**src/rtl/onchip_mem_pkg.sv**
```systemverilog
// Shared definitions for blocks attached to the 4096 x 32 dual-port on-chip memory.
package onchip_mem_pkg;

  localparam int MEM_ADDR_W = 12;
  localparam int MEM_DATA_W = 32;

  // Every access on the read port is a full-word access
  localparam logic [3:0] BYTEEN_ALL = 4'hF;

  typedef enum logic [1:0] {
    IDLE  = 2'd0,
    READ  = 2'd1,
    DRAIN = 2'd2,
    DONE  = 2'd3
  } state_t;

endpackage

```
**src/rtl/stream_fifo2.sv**
```systemverilog
// Two-entry register FIFO carrying a data word plus an end-of-block flag.
// The head entry drives the outputs directly, so the payload is registered.
module stream_fifo2
  import onchip_mem_pkg::*;
#(
  parameter int DATA_W = MEM_DATA_W
) (
  input  logic              clk,
  input  logic              reset,
  input  logic              i_push,
  input  logic [DATA_W-1:0] i_data,
  input  logic              i_last,
  input  logic              i_pop,
  output logic [DATA_W-1:0] o_data,
  output logic              o_last,
  output logic              o_full,
  output logic              o_empty,
  output logic [1:0]        o_count
);

  logic [DATA_W-1:0] r_data0;
  logic              r_last0;
  logic [DATA_W-1:0] r_data1;
  logic              r_last1;
  logic [1:0]        r_count;
  logic              w_pop;

  // A pop against an empty FIFO is meaningless and is ignored
  assign w_pop = i_pop && (r_count != 2'd0);

  // Entry 0 is the head; a pop shifts entry 1 forward
  always_ff @(posedge clk) begin
    if (reset) begin
      r_data0 <= '0;
      r_last0 <= 1'b0;
      r_data1 <= '0;
      r_last1 <= 1'b0;
      r_count <= 2'd0;
    end else begin
      case ({i_push, w_pop})
        2'b10: begin
          if (r_count == 2'd0) begin
            r_data0 <= i_data;
            r_last0 <= i_last;
          end else begin
            r_data1 <= i_data;
            r_last1 <= i_last;
          end
          r_count <= r_count + 2'd1;
        end
        2'b01: begin
          r_data0 <= r_data1;
          r_last0 <= r_last1;
          r_count <= r_count - 2'd1;
        end
        2'b11: begin
          if (r_count == 2'd2) begin
            r_data0 <= r_data1;
            r_last0 <= r_last1;
            r_data1 <= i_data;
            r_last1 <= i_last;
          end else begin
            r_data0 <= i_data;
            r_last0 <= i_last;
          end
        end
        default: ;
      endcase
    end
  end

  // The producer's credit scheme must never push into a full FIFO
  a_no_overflow : assert property (@(posedge clk) disable iff (reset)
    !(i_push && !w_pop && (r_count == 2'd2)));

  assign o_data  = r_data0;
  assign o_last  = r_last0;
  assign o_count = r_count;
  assign o_full  = (r_count == 2'd2);
  assign o_empty = (r_count == 2'd0);

endmodule

```
**src/rtl/onchip_stream_reader.sv**
```systemverilog
// Streaming read engine on the s2 port of the on-chip memory: fetches a block
// of consecutive words and presents them on a valid/ready stream, absorbing the
// one-cycle read latency and downstream backpressure in a two-entry FIFO.
module onchip_stream_reader
  import onchip_mem_pkg::*;
#(
  parameter int ADDR_W = MEM_ADDR_W,
  parameter int DATA_W = MEM_DATA_W
) (
  input  logic              clk,
  input  logic              reset,
  input  logic              start,
  input  logic [ADDR_W-1:0] start_addr,
  input  logic [ADDR_W:0]   length,
  output logic              busy,
  output logic              done,
  output logic [ADDR_W-1:0] mem_address,
  output logic              mem_chipselect,
  output logic              mem_clken,
  output logic              mem_write,
  output logic [3:0]        mem_byteenable,
  output logic [DATA_W-1:0] mem_writedata,
  input  logic [DATA_W-1:0] mem_readdata,
  output logic [DATA_W-1:0] out_data,
  output logic              out_valid,
  input  logic              out_ready,
  output logic              out_last
);

  localparam logic [ADDR_W:0]   REM_ONE  = (ADDR_W + 1)'(1);
  localparam logic [ADDR_W-1:0] ADDR_ONE = ADDR_W'(1);

  state_t            r_state;
  logic [ADDR_W-1:0] r_addr;
  logic [ADDR_W:0]   r_remaining;
  logic              r_inflight;
  logic              r_inflight_last;
  logic              r_busy;
  logic              r_done;

  logic              w_fifo_full;
  logic              w_fifo_empty;
  logic [1:0]        w_fifo_count;
  logic              w_pop;
  logic [1:0]        w_occ;
  logic [2:0]        w_used;
  logic              w_issue;
  logic              w_drained;

  assign w_pop = out_valid && out_ready;

  // Slots committed after this cycle's pop: FIFO occupancy plus the word still
  // in the memory pipeline. Counting the pop keeps one issue per cycle under
  // continuous flow while still bounding the buffer at two words.
  assign w_occ   = w_fifo_full ? 2'd2 : (w_fifo_empty ? 2'd0 : 2'd1);
  assign w_used  = {1'b0, w_occ} + {2'b00, r_inflight} - {2'b00, w_pop};
  assign w_issue = (r_state == READ) && (r_remaining != '0) && (w_used < 3'd2);

  // Everything delivered once the last word leaves this cycle with nothing in flight
  assign w_drained = !r_inflight && (w_fifo_count == {1'b0, w_pop});

  // Transfer sequencing, address/issue counters and read-pipeline tracking
  always_ff @(posedge clk) begin
    if (reset) begin
      r_state         <= IDLE;
      r_addr          <= '0;
      r_remaining     <= '0;
      r_inflight      <= 1'b0;
      r_inflight_last <= 1'b0;
      r_busy          <= 1'b0;
      r_done          <= 1'b0;
    end else begin
      r_inflight      <= w_issue;
      r_inflight_last <= w_issue && (r_remaining == REM_ONE);
      r_done          <= 1'b0;
      case (r_state)
        IDLE: begin
          if (start) begin
            if (length != '0) begin
              r_addr      <= start_addr;
              r_remaining <= length;
              r_busy      <= 1'b1;
              r_state     <= READ;
            end else begin
              r_done  <= 1'b1;
              r_state <= DONE;
            end
          end
        end
        READ: begin
          if (w_issue) begin
            r_addr      <= r_addr + ADDR_ONE;
            r_remaining <= r_remaining - REM_ONE;
            if (r_remaining == REM_ONE) begin
              r_state <= DRAIN;
            end
          end
        end
        DRAIN: begin
          if (w_drained) begin
            r_busy  <= 1'b0;
            r_done  <= 1'b1;
            r_state <= DONE;
          end
        end
        DONE: begin
          r_state <= IDLE;
        end
        default: begin
          r_state <= IDLE;
        end
      endcase
    end
  end

  stream_fifo2 #(
    .DATA_W (DATA_W)
  ) u_fifo (
    .clk     (clk),
    .reset   (reset),
    .i_push  (r_inflight),
    .i_data  (mem_readdata),
    .i_last  (r_inflight_last),
    .i_pop   (w_pop),
    .o_data  (out_data),
    .o_last  (out_last),
    .o_full  (w_fifo_full),
    .o_empty (w_fifo_empty),
    .o_count (w_fifo_count)
  );

  assign out_valid      = !w_fifo_empty;
  assign busy           = r_busy;
  assign done           = r_done;
  assign mem_chipselect = w_issue;
  assign mem_address    = r_addr;
  assign mem_clken      = 1'b1;
  assign mem_write      = 1'b0;
  assign mem_byteenable = BYTEEN_ALL;
  assign mem_writedata  = '0;

endmodule

```
**config.mk**
```make
export PLATFORM = sky130hd
export DESIGN_NAME = onchip_stream_reader
export DESIGN_NICKNAME = d
export VERILOG_FILES = /design/src/rtl/onchip_mem_pkg.sv /design/src/rtl/stream_fifo2.sv /design/src/rtl/onchip_stream_reader.sv
export SDC_FILE = /design/constraint.sdc
export NUM_CORES = 1
export LEC_CHECK = 0
export BUFFER_PORTS_ARGS = -buffer_cell sky130_fd_sc_hd__buf_2
export CAP_MARGIN = 15
export CORE_ASPECT_RATIO = 0.6
export CORE_UTILIZATION = 25
export DETAILED_ROUTE_END_ITERATION = 6
export PLACE_DENSITY = 0.55
export SLEW_MARGIN = 20
export SYNTH_ARGS = -nofsm -noshare
export SYNTH_HDL_FRONTEND = slang
export SYNTH_SLANG_ARGS = --single-unit
```
**constraint.sdc**
```tcl
create_clock -name clk -period 3.5 [get_ports clk]
set_input_delay 0.35 -clock clk [delete_from_list [all_inputs] [get_ports clk]]
set_output_delay 0.35 -clock clk [all_outputs]
set_load 0.01 [all_outputs]
```
=== Yosys cells after proc, flatten, opt, wreduce, memory -nomap -nowiden ===
Index checks and enable logic that the tools add are counted.
Widths: inputs -> output; s select.

* $add $sub $neg: 6
* $lt $le $gt $ge: 1
* Eq/ne operators: 17
* Multiplexer cells: 37
* Reduce and logical (&&, ||, !) cells: 23

{| class="wikitable"
|+ Operators by type and width
! kind !! number
|-
| $mux 32 || 4
|-
| $pmux 32 s3 || 1
|-
| $pmux 32 s2 || 1
|-
| $mux 13 || 3
|-
| $mux 12 || 3
|-
| $pmux 13 s2 || 1
|-
| $reduce_bool 13->1 || 2
|-
| $pmux 12 s2 || 1
|-
| $ne 2x2->1 const B || 7
|-
| $eq 13x1->1 const B || 1
|-
| $sub 13x1->13 const B || 1
|-
| $add 12x1->12 const B || 1
|-
| $mux 2 || 6
|-
| $reduce_and 4->1 || 3
|-
| $mux 1 || 11
|-
| $eq 2x2->1 const B || 5
|-
| $reduce_bool 2->1 || 5
|-
| $pmux 2 s4 || 1
|-
| $logic_and 1x1->1 || 6
|-
| $pmux 1 s2 || 3
|-
| $eq 2x1->1 const B || 2
|-
| $logic_not 2->1 || 2
|-
| $pmux 2 s2 || 1
|-
| $add 2x1->3 || 1
|-
| other kinds (11) || 12
|}

* Register bits: 99
* Output and inout port bits: 87
* Word-level logic and storage cells: 96

=== Depth between registers and ports, before layout ===
* Depth in word-level cells: 9
* Depth in mapped cells: 12
* Depth with buffers taken out: 10

=== By module ===
From an unflattened synthesis, not the netlist that was laid out.

* Cell total of the unflattened synthesis: 682
* Area, all modules: 5810.6 um^2

{| class="wikitable"
|+ By module, submodules not included
! module !! instances !! cells each !! area each (um^2)
|-
| stream_fifo2 || 1 || 380 || 3437.0
|-
| onchip_stream_reader || 1 || 302 || 2373.5
|}

=== Worst setup path after synthesis ===
No wires, ideal clock.

* Path type: reg-to-output
* From: register u_fifo.r_count[0] (netlist: u_fifo.o_count[0])
* To: output mem_chipselect
* Arrival: 2380 ps
* Required time: 3150 ps
* Slack: 770 ps
* Cell stages (with the launch flop): 11
* Path buffers: 1
* Cells stage by stage: dfxtp_1 clkbuf_1 or2_2 and2_1 ha_1 xor2_1 ha_1 and3b_1 or3b_2 a21o_1 inv_1

{| class="wikitable"
|+ RTL lines
! what !! RTL line !! source
|-
| from (decl) || stream_fifo2.sv:25 || <nowiki>logic [1:0] r_count;</nowiki>
|-
| from (signal assigned) || stream_fifo2.sv:49 || <nowiki>r_count <= r_count + 2'd1;</nowiki>
|-
| from (signal assigned) || stream_fifo2.sv:54 || <nowiki>r_count <= r_count - 2'd1;</nowiki>
|-
| $logic_not 2->1 || stream_fifo2.sv:80 || <nowiki>assign o_empty = (r_count == 2'd0);</nowiki>
|-
| $logic_not 1->1 || onchip_stream_reader.sv:132 || <nowiki>assign out_valid = !w_fifo_empty;</nowiki>
|-
| net out_valid || onchip_stream_reader.sv:25 || <nowiki>output logic out_valid,</nowiki>
|-
| $logic_and 1x1->1 || onchip_stream_reader.sv:50 || <nowiki>assign w_pop = out_valid && out_ready;</nowiki>
|-
| $sub 3x1->3 || onchip_stream_reader.sv:56 || <nowiki>assign w_used = {1'b0, w_occ} + {2'b00, r_inflight} - {2'b00, w_pop};</nowiki>
|-
| $lt 3x2->1 || onchip_stream_reader.sv:57 || <nowiki>assign w_issue = (r_state == READ) && (r_remaining != '0) && (w_used < 3'd2);</nowiki>
|-
| $logic_and 1x1->1 || onchip_stream_reader.sv:57 ||
|-
| to (decl) || onchip_stream_reader.sv:18 || <nowiki>output logic mem_chipselect,</nowiki>
|}

The timed path passes the listed nets, and every way through them passes these cells.

=== Final worst setup path ===
* From: register u_fifo.r_count[0] (netlist: u_fifo.o_count[0])
* To: output mem_chipselect

* Word-level cells in the longest chain between the ends: 7

{| class="wikitable"
|+ Ends and longest elaborated chain
! what !! RTL line !! source
|-
| $logic_not 2->1 || stream_fifo2.sv:80 ||
|-
| $mux 1 || onchip_stream_reader.sv:55 || <nowiki>assign w_occ = w_fifo_full ? 2'd2 : (w_fifo_empty ? 2'd0 : 2'd1);</nowiki>
|-
| $mux 2 || onchip_stream_reader.sv:55 ||
|-
| $add 2x1->3 || onchip_stream_reader.sv:56 ||
|-
| $sub 3x1->3 * || onchip_stream_reader.sv:56 ||
|-
| $lt 3x2->1 * || onchip_stream_reader.sv:57 ||
|-
| $logic_and 1x1->1 * || onchip_stream_reader.sv:57 ||
|}

Mark *: on every way between the ends. The rest lies on a longest branch, timed or not.

==> results.json <==
{
  "fin_cells": 971,
  "synth-edff-count": 0,
  "initial_utilization_pct": 25.78,
  "via_per_inst": 4.532,
  "synthTopCellsByArea": "dfxtp_1 40%, nand2_1 7.6%, a211oi_1 6.1%",
  "nets": 770,
  "synth_area_sq_um": 4957,
  "total_power_mw": 5.306,
  "place_inst": 952,
  "crit_top_cell": "ha_1",
  "num_io_pins": 148,
  "layout-drive-gt1-share_pct": 21.94,
  "synth.distinct_cells": 54,
  "antenna_found_initial": 4,
  "die_h_microns": 111.1,
  "wl_per_cell_microns": 14.07,
  "cp_num_buf_inv": 2,
  "ys.warnings.count": 0,
  "synth_top_area_share_pct": 39.98,
  "outcome": "finished clean",
  "num_rows": 39,
  "cts_buffer_depth": 2,
  "cts.sink_count": 99,
  "path_clk_slew_ns": 0.08,
  "cts_buffers": 9,
  "final_antenna_net_count": 0,
  "syn_inst": 611,
  "setup_tns_ns": 0,
  "die_width_microns": 183.8,
  "setup_viol": 0,
  "ir_worst_vdd_uv": 304.7,
  "slowest_stage": "or3b_2",
  "report.final.slew_viol_count": 0,
  "ys_seq_elements": 99,
  "endpoint_kind": "primary output",
  "timing.hold.ws_ns": 0.2489,
  "core-area_sq_um": 19230,
  "critPathLaunchType": "register",
  "area_growth_pct": 20.17,
  "fp.dieArea_sq_um": 20410,
  "fmax_ghz": 0.3122,
  "power.density_nw_per_um2": 890.8,
  "cpPeakStageDelay_ns": 0.43,
  "gp_congestion": 0.7824,
  "place_hpwl_microns": 9837,
  "drcViolationCount": 0,
  "fin_crit_sh_pct": 91.51,
  "worst_pin_slew_ns": 0.8047,
  "async_reset_ff_share_pct": 0,
  "yosysTopAreaCell": "dfxtp_1",
  "seq_area_frac_synth_pct": 39.98,
  "finalHoldViolCount": 0,
  "cts_tree": "built",
  "grt_max_degree": 68,
  "synth_ff_type": "dfxtp_1",
  "hold_path_class": "in -> reg",
  "post_cts_resized": 0,
  "grt_pass1_vias": 3999,
  "worstPathRequired_ns": 3.15,
  "first_pass_iters": 4,
  "track_usage_pct": 13.63,
  "grt_pass1_wl_microns": 22120,
  "slew_headroom_pct": 46.15,
  "routed_wl_microns": 13670,
  "h-tree-depth": 3,
  "rsz0062_at_grt": "false",
  "overflow": 0,
  "syn_area_per_cell_sq_um": 8.113,
  "cp.arrival_ns": 2.85,
  "clk_latency_ns": 0.34,
  "ctsHoldBuffers": 0,
  "cp_max_fo": 7,
  "fin_crit_ns": 3.203,
  "fin_skew_ns": 0.01178,
  "cp_top_family": "simple AND/OR/NAND/NOR gates",
  "drt_iter0_drc": 263,
  "place.port_buffers": 109,
  "leakagePower_nw": 2.376,
  "path_cells": "or2_2 > and2_1 > ha_1 > xor2_1 > ha_1 > and3b_1 > or3b_2 > a21o_1 > inv_1 > buf_2",
  "post_cts_buffers": 0,
  "vias": 4401,
  "path_class": "reg -> out",
  "cts-root-buf": "clkbuf_16",
  "cap_viol_max_count": 0
}
[synthesized netlist by cell type, drive strengths merged, types with 3 or more instances]
library cell and count:
o21ai 11, a211oi 40, nand3 3, o22ai 4, inv 11, nor3 6
nor2 57, or3 4, a21oi 56, nand4 4, mux2i 4, buf 45
ha 12, o211ai 4, clkbuf 36, or4 5, dfxtp 99, a211o 9
and4 3, xnor2 12, a31o 3, or2 3, nor4 6, a22oi 33
a31oi 3, xor2 5, a2111oi 3, nand2 100
[power by group]
part	switching, mW	internal, mW
Clock	0.458	0.491
Sequential	0.309	1.52
Combinational	1.48	1.05
[cells by family (layout without fill, tap and decap cells)]
logic type,count (synthesis),in the layout,share of synthesized area [%]
AO/OA/AOI/OAI,178,178,24.10
flip-flops,99,99,39.98
XOR/XNOR,17,17,3.003
adder cells (fa/ha/maj),12,12,3.029
buffers and inverters,92,147,9.944
AND/OR/NAND/NOR,207,207,18.98
multiplexers,4,4,0.8077
other,2,41,0.1515
[sequential cells by signal, summed over array words and instances, names as in the netlist]
register / cells
u_fifo.r_data1: 32
u_fifo.o_data: 32
r_inflight: 1
u_fifo.r_last1: 1
r_inflight_last: 1
r_remaining: 13
done: 1
mem_address: 12
u_fifo.o_last: 1
r_state: 2
busy: 1
u_fifo.o_count: 2
[path summary, 6_finish.rpt]
path / startpoint / end / slack (ns) / cells after the start
setup / recovery: u_fifo.o_count[0] / mem_chipselect / 0.30 / 10
hold / removal: mem_readdata[5] / u_fifo.r_data1[5] / 0.25 / 3
setup reg to reg: u_fifo.o_count[0] / mem_address[7] / 0.40 / 10
hold reg to reg: u_fifo.r_data1[1] / u_fifo.r_data1[1] / 0.45 / 2
[placed cells by master, fill, tap and decap left out, types with 5 or more instances in the layout]
cell,Yosys,layout
nor2_1,57,57
a22oi_1,33,33
a21oi_1,56,56
clkbuf_16,0,9
a211o_1,9,9
dfxtp_1,99,99
a211oi_1,40,40
xnor2_1,12,12
inv_1,11,11
buf_4,38,10
buf_2,4,108
ha_1,12,11
nor3_1,6,6
nor4_1,6,6
xor2_1,5,5
o21ai_0,8,8
nand2_1,100,100
conb_1,2,38
[cell type report]
class,count,area (sq um)
inverters,11,41.29
multi-input cells,456,2661
fillers,2095,13270
well taps,266,332.8
flip-flops and latches,99,1982
clock inverters,6,47.55
diodes,3,7.507
clock buffers,10,229.0
repair buffers,120,655.6
[layer usage]
layer | up-vias | part of all wire (%) | track usage [%]
li1 | 2275 | - | -
met1 | 2019 | 54 | 20.89
met2 | 94 | 39 | 17.85
met3 | 11 | 6.2 | 4.468
met4 | 2 | 0.57 | 3.000
met5 | - | 0.095 | 0
[stage by stage]
step | setup slack [ns] | cell area, sq um | utilization, %
detailed placement | 0.4017 | 5673 | 29.51
floorplan | 0.7696 | 5092 | -
global route | 0.01801 | 5952 | 30.96
global placement | 0.4885 | 5673 | 29.51
CTS | 0.2524 | 5949 | 30.94
finish | 0.2970 | 5957 | 30.98
[worst reg2reg max path: stages, from the launching register on]
cell and delay (ns):
dfxtp_1 0.38, or2_2 0.37, and2_1 0.18, ha_1 0.20, xor2_1 0.16, ha_1 0.21, and3b_1 0.18, o21ai_0 0.29
nand3b_2 0.47, a2111oi_0 0.46, a31o_2 0.16
Note: power is estimated with default switching activity, not from simulation.
